File: src/rtl/gf503_mul_stage.sv
// ============================================================================
//  Module   : gf503_mul_stage
//  Brief    : GF(503) shift-add multiplier with a single 17-bit fold, feeding
//             the Barrett-503 reducer. Optional macro GF503_MUL_RANGE_CHECK_EN
//             adds operand range correction and a sticky range_err flag.
//  Revision : 1.0  initial release
// ============================================================================
`default_nettype none

module gf503_mul_stage #(
    parameter int P      = 503,
    parameter int OP_W   = 9,
    parameter int OUT_W  = 17,
    parameter int FOLD_K = 128768
) (
    input  logic              clk,
    input  logic              rst_n,
    input  logic              in_valid,
    output logic              in_ready,
    input  logic [OP_W-1:0]   op_a,
    input  logic [OP_W-1:0]   op_b,
    output logic              out_valid,
    input  logic              out_ready,
    output logic [OUT_W-1:0]  prod_out,
    output logic              range_err
);

    localparam int ACC_W = 2 * OP_W;
    localparam int CNT_W = $clog2(OP_W);
    localparam logic [CNT_W-1:0] C_CNT_LAST = CNT_W'(OP_W - 1);
    localparam logic [ACC_W-1:0] C_FOLD_K   = ACC_W'(FOLD_K);

    typedef enum logic [1:0] {
        S_IDLE = 2'd0,
        S_MUL  = 2'd1,
        S_FOLD = 2'd2,
        S_DONE = 2'd3
    } state_t;

    state_t              state_q, state_d;
    logic [OP_W-1:0]     a_q, a_d;
    logic [OP_W-1:0]     b_q, b_d;
    logic [ACC_W-1:0]    acc_q, acc_d;
    logic [CNT_W-1:0]    cnt_q, cnt_d;
    logic [OUT_W-1:0]    prod_q, prod_d;
    logic                vld_q, vld_d;

    logic [OP_W-1:0]     w_a_cap;
    logic [OP_W-1:0]     w_b_cap;
    logic [ACC_W-1:0]    w_addend;
    logic [ACC_W-1:0]    w_fold_sub;
    logic                w_accept;

    assign w_accept = (state_q == S_IDLE) && in_valid;

`ifdef GF503_MUL_RANGE_CHECK_EN
    localparam logic [OP_W-1:0] C_P = OP_W'(P);

    logic w_a_big;
    logic w_b_big;
    logic err_q;

    assign w_a_big = (op_a >= C_P);
    assign w_b_big = (op_b >= C_P);
    // One conditional subtract suffices: 2*P exceeds the 9-bit input range.
    assign w_a_cap = w_a_big ? (op_a - C_P) : op_a;
    assign w_b_cap = w_b_big ? (op_b - C_P) : op_b;

    always_ff @(posedge clk or negedge rst_n) begin
        if (!rst_n) begin
            err_q <= 1'b0;
        end else if (w_accept && (w_a_big || w_b_big)) begin
            err_q <= 1'b1;
        end
    end

    assign range_err = err_q;
`else
    assign w_a_cap   = op_a;
    assign w_b_cap   = op_b;
    assign range_err = 1'b0;
`endif

    assign w_addend   = ACC_W'(a_q) << cnt_q;
    assign w_fold_sub = acc_q - C_FOLD_K;

    always_comb begin
        state_d = state_q;
        a_d     = a_q;
        b_d     = b_q;
        acc_d   = acc_q;
        cnt_d   = cnt_q;
        prod_d  = prod_q;
        vld_d   = vld_q;

        case (state_q)
            S_IDLE: begin
                if (in_valid) begin
                    a_d     = w_a_cap;
                    b_d     = w_b_cap;
                    acc_d   = '0;
                    cnt_d   = '0;
                    state_d = S_MUL;
                end
            end
            S_MUL: begin
                if (b_q[cnt_q]) begin
                    acc_d = acc_q + w_addend;
                end
                cnt_d = cnt_q + 1'b1;
                if (cnt_q == C_CNT_LAST) begin
                    state_d = S_FOLD;
                end
            end
            S_FOLD: begin
                // Products of in-range operands never exceed 2*FOLD_K, so a
                // single subtract lands below 2^OUT_W.
                if (|acc_q[ACC_W-1:OUT_W]) begin
                    prod_d = w_fold_sub[OUT_W-1:0];
                end else begin
                    prod_d = acc_q[OUT_W-1:0];
                end
                vld_d   = 1'b1;
                state_d = S_DONE;
            end
            S_DONE: begin
                if (out_ready) begin
                    vld_d   = 1'b0;
                    state_d = S_IDLE;
                end
            end
            default: begin
                state_d = S_IDLE;
            end
        endcase
    end

    always_ff @(posedge clk or negedge rst_n) begin
        if (!rst_n) begin
            state_q <= S_IDLE;
            a_q     <= '0;
            b_q     <= '0;
            acc_q   <= '0;
            cnt_q   <= '0;
            prod_q  <= '0;
            vld_q   <= 1'b0;
        end else begin
            state_q <= state_d;
            a_q     <= a_d;
            b_q     <= b_d;
            acc_q   <= acc_d;
            cnt_q   <= cnt_d;
            prod_q  <= prod_d;
            vld_q   <= vld_d;
        end
    end

    assign in_ready  = (state_q == S_IDLE);
    assign out_valid = vld_q;
    assign prod_out  = prod_q;

endmodule

`default_nettype wire
File: config.mk
export PLATFORM = sky130hd
export DESIGN_NAME = gf503_mul_stage
export DESIGN_NICKNAME = d
export VERILOG_FILES = /design/src/rtl/gf503_mul_stage.sv
export SDC_FILE = /design/constraint.sdc
export NUM_CORES = 1
export LEC_CHECK = 0
export CORE_ASPECT_RATIO = 0.8
export CORE_MARGIN = 2
export CORE_UTILIZATION = 25
export CTS_CLUSTER_SIZE = 40
export DETAILED_ROUTE_END_ITERATION = 8
export GPL_TIMING_DRIVEN = 0
export PLACE_DENSITY = 0.48
export SLEW_MARGIN = 20
export SYNTH_ARGS = -nofsm -noshare
export SYNTH_HDL_FRONTEND = slang
export SYNTH_SLANG_ARGS = --single-unit
File: constraint.sdc
create_clock -name clk -period 9.9 [get_ports clk]
set_clock_uncertainty 0.05 [all_clocks]
set_input_delay 0.99 -clock clk [delete_from_list [all_inputs] [get_ports clk]]
set_output_delay 0.99 -clock clk [all_outputs]
set_load 0.01 [all_outputs]
# After elaboration in Yosys (flattened, before gate mapping)
# Cells that the tools add are included.
dict set report totals {
  output_inout_bits 20
  wordCells 42
  input_bits 22
  reg_bits 60
}
dict set report op_classes {
  n_mux 14
  n_lt_le_gt_ge 1
  addsub 3
  eq_ne 8
  n_shift 1
  reduce_logical 8
}
# op count
set ops {}
lappend ops {{2-to-1 mux 18 bit} 2}
lappend ops {{case mux 18 bit (2 select lines)} 1}
lappend ops {{adder 18 bit} 1}
lappend ops {{left shift 9 x 4 -> 18 bit} 1}
lappend ops {{2-to-1 mux 17 bit} 1}
lappend ops {{subtractor 17 bit (second input constant)} 1}
lappend ops {{inequality test 2 bit (second input constant)} 4}
lappend ops {{case mux 2 bit (4 select lines)} 1}
lappend ops {{case mux 4 bit (2 select lines)} 1}
lappend ops {{2-to-1 mux 2 bit} 3}
lappend ops {{AND reduction 2 bit} 3}
lappend ops {{AND reduction 3 bit} 2}
lappend ops {{less-than comparator 4 x 5 -> 1 bit (second input constant)} 1}
lappend ops {{adder 4 x 1 -> 4 bit (second input constant)} 1}
lappend ops {{binary-select mux 1 bit (select 4 bit)} 1}
lappend ops {{equality test 2 bit (second input constant)} 2}
lappend ops {{equality test 4 bit (second input constant)} 1}
lappend ops {{2-to-1 mux 4 bit} 1}
lappend ops {{nonzero test 2 bit} 2}
lappend ops {{equality test 2 x 1 -> 1 bit (second input constant)} 1}
lappend ops {{logical NOT 2 bit} 1}
lappend ops {{2-to-1 mux 1 bit} 2}
lappend ops {{case mux 1 bit (2 select lines)} 1}

# Depth between registers and ports, before layout
dict set report depth {
  word_depth 4
  mapped_depth 18
  depth_no_buf 15
}

# Least setup slack after synthesis
# No wires, ideal clock.
dict set report synth_path {
  path_type {reg2reg}
  from {reg cnt_q[1]}
  to {reg acc_q[14]}
  n_path_buf 2
  stages_incl_launch_ff 15
  required_time_ns 9.719
  path_slack_ns 6.727
  arrival_time_ns 2.992
  period_less_slack_ns 3.173
  cell_sequence {dfrtp_1 buf_2 buf_1 mux2i_1 nand2_1 o21ai_0 o21ai_0 nor2b_1 ha_1 nand2_1 a211oi_1 nor2_1 o21ai_1 a31oi_1 or3_1}
}
dict set report synth_via {
  elab_chain_cells 4
  elab_cells_between_ends 8
  cone_classes {1 x add/sub; 1 x eq/ne; 1 x shift; 4 x mux; 1 x reduce/logical}
}
# element line
set synth_lines {}
lappend synth_lines {{from (decl)} 44} ;# logic [CNT_W-1:0] cnt_q, cnt_d;
lappend synth_lines {{from (signal assigned)} 152} ;# cnt_q <= cnt_d;
lappend synth_lines {{left shift 9 x 4 -> 18 bit / binary-select mux 1 bit (select 4 bit) (equally long branches)} {84, 107}}
lappend synth_lines {{adder 18 bit / 2-to-1 mux 1 bit (equally long branches)} {108, 107}}
lappend synth_lines {{2-to-1 mux 18 bit / inequality test 2 bit (equally long branches)} n/a}
lappend synth_lines {{case mux 18 bit (2 select lines) / AND reduction 3 bit (equally long branches)} n/a}
lappend synth_lines {{to (signal assigned)} 143} ;# acc_q <= '0;
lappend synth_lines {{to (signal assigned)} 151} ;# acc_q <= acc_d;
lappend synth_lines {{to (decl)} 43} ;# logic [ACC_W-1:0] acc_q, acc_d;
# Several ways; a longest one is shown, not always the timed one. The select of a mux whose other input is x is not followed.
# A chain may end at the register's enable or synchronous reset.

# Worst setup path in the final report
# Ends and elaborated chain as after synthesis.

==> results.md <==
* Initial antenna violation count at 0
* Maximum vdd drop at between 0.1 and 0.15 mV
* Worst Setup SP: cnt_q[1]
* Critical path fanouts, max at 10
* Clock tree root driver cell: clkbuf_16
* Core Rows at 40
* N_diodes at 0
* Mapped Avg Cell Area at approximately 9.4 um2
* Clk slew on worst S/H paths at ~0.05 ns
* Post-synthesis cell count at approximately 400
* Post CTS Setup Buffer Count at 0
* Status: finished clean
* # IOs at between 40 and 50
* First DRT Iteration DRCs at roughly 160
* Wire length of the first global-routing pass at between 15,000 and 20,000 um
* Setup TNS at 0 ns
* Reg-to-Reg Start: cnt_q[1]
* Top FF cell, synth: dfrtp_1
* Post-synth top area share at approximately 40%
* Initial cell density of the core at between 20 and 30%
* DR vias/cell at between 4 and 5
* Final slew viol count at 0
* Worst hold-check path type: flop to flop
* Clock Path Buffers at 2
* Final HPWL DP at roughly 7300 um
* Area grow syn2layout at 25.0%
* Post-cts hold buffer count at 0
* Critical path required time at slightly above 10 ns
* H-tree levels at 3
* Gp weighted congestion at roughly 0.9
* Final setup violation count at 0
* GRT Overall Usage at 12.4%
* # DRC at 0
* Die area at between 15,000 and 20,000 um2
* R2R setup slack at between 5 and 6 ns
* RSZ-0062 raised after global routing: no
* Final WL at between 9000 and 10,000 um
* Net total in the final layout at roughly 500
* Startpoint types: flop
* Post-route minimum period at between 3 and 4 ns
* Seq/Total Area, Yosys at between 30% and 40%
* EDFF count, synth at 0
* CTS buffer count at 9
* HP Start: b_q[6]
* Syn nets at between 400 and 500
* Vias in the first global route at 3,133
* Layout cells sized above 1 at between 10 and 15%
* Yosys warnings at 0
* Max frequency at approximately 250 MHz
* Worst Tran Pin Value at about 0.63 ns
* Final ANT Viol Nets at 0
* Largest net degree at the start of global routing at 36
* Tcrit/Tclk final at 40.3%
* Seq pwr share at between 20% and 30%
* Detailed Routing Iterations Pass 1 at 6
* Post-synth ARST share at 100%
* Via Count at 3,052
* Final Hold Vio Count at 0
* Sw Pwr at ~0.66 mW
* Synth area leader: dfrtp_1
* Leak at between 2 and 2.5 nW
* Commonest non-fill, non-tap cell in the layout: dfrtp_1
* Max Cap Viol at 0
* Top cells by area, synth: dfrtp_1, mux2_2, ha_1, nand2_1, o21ai_0
* Total grt overflow at 0
* Commonest cells after routing, fill and taps aside: dfrtp_1, nand2_1, clkdlybuf4s50_1, o21ai_0, mux2_2
* Post-CTS sizing at 0
* Synth cell types at 51
* Combinational fraction of design power at 53.7%
* Design area at ~4700 um2
* Placeable Area at roughly 15,000 um2
* Clock network power share at between 10% and 20%
* Mapped Area at between 3000 and 4000 um2
* Yosys reg bits at 60
* Die H at between 100 and 150 um
* Input/output buffers at 40
* Die width at approximately 140 um
* DR WL/cell at 14.5 um
* Clock sinks at 60
* Arr. time, crit path at about 4.2 ns
* PD cells at 332 nW/um2
* Slew margin rel. at around 58%
* Cell internal pwr at roughly 0.91 mW
* DP Area at 4440 um2
* Clock latency on the worst-skew pair at 0.33 ns
* Crit path capture type: flop
* Switching Fraction at 41.8%
* CTS tree: done
* Crit Path Class: flop to flop
-- cells in the mapped netlist, types with 8 or more instances --
cell      number
dfrtp_1       60
nor2b_1        8
mux2_2        31
xnor2_1       10
inv_1         15
nand3_1        9
nand2_1       53
clkbuf_1       9
xor2_1         8
o21ai_0       37
a21oi_1       30
ha_1          24
nor2_1        23
-- kinds of logic after synthesis --
| logic type | synth area share, % |
|---|---|
| compound gates | 16.9 |
| flops | 39.7 |
| mux | 12.3 |
| fa+ha+maj | 8.46 |
| xor+xnor | 4.16 |
| buf+inv | 4.13 |
| simple gates | 14.3 |
| other cells | 0.0990 |
-- power groups by stage --
stage / combinational [mW] / sequential [mW] / clock [mW]
after floorplan: 0.585 / 0.416 / 0
after global placement: 0.838 / 0.419 / 0
after detailed placement: 0.845 / 0.423 / 0
after CTS: 0.850 / 0.420 / 0.318
after global routing: 0.945 / 0.433 / 0.331
final: 0.845 / 0.418 / 0.309
-- layout make-up --
type / count / area [um2]
multi-input cells: 308 / 2130
clock inverters: 7 / 67.6
repair buffers: 41 / 418
well taps: 189 / 236
inverters: 16 / 60.1
clock buffers: 9 / 225
flip-flops and latches: 60 / 1500
plain buffers: 19 / 96.3
fillers: 1560 / 10200
-- state kept, by name, indices dropped and copies added (netlist names) --
signal     cells
acc_q         18
state_q        2
cnt_q          4
prod_out      17
b_q            9
out_valid      1
a_q            9
-- through the flow --
step	utilization (%)	power [mW]	worst slack [ns]	hold slack [ns]	cells
2_1_floorplan	-	1.00	6.73	0.422	403
3_3_place_gp	29.7	1.26	5.76	0.437	632
3_5_place_dp	29.8	1.27	5.96	0.440	633
4_1_cts	31.7	1.59	5.94	0.451	649
5_1_grt	31.7	1.71	5.56	0.480	649
6_report	31.7	1.57	5.91	0.448	649
-- worst paths after layout --
path,end,depth (start not counted)
worst max-delay path,acc_q[14],14
worst min-delay path,b_q[6],1
worst max register to register,acc_q[14],14
worst min register to register,b_q[6],1
max in group asynchronous,a_q[4],2
min in group asynchronous,prod_out[7],1
-- critical path, stage by stage (launching register included) --
cell and delay [ns]:
dfrtp_1 0.34, buf_2 0.24, buf_1 0.43, mux2i_1 0.28
nand2_1 0.07, o21ai_0 0.14, o21ai_0 0.16, nor2b_1 0.19
ha_1 0.40, nand2_1 0.10, a211oi_1 0.39, nor2_1 0.10
o21ai_1 0.43, a31oi_1 0.17, or3_1 0.38
-- metal layers --
metal / GRT usage, % / part of all wire (%)
met1: 17.4 / 52
met2: 19.0 / 44
met3: 2.89 / 2.8
met4: 3.40 / 1.3
met5: 0 / 0
Note: power is estimated with default switching activity, not from simulation.
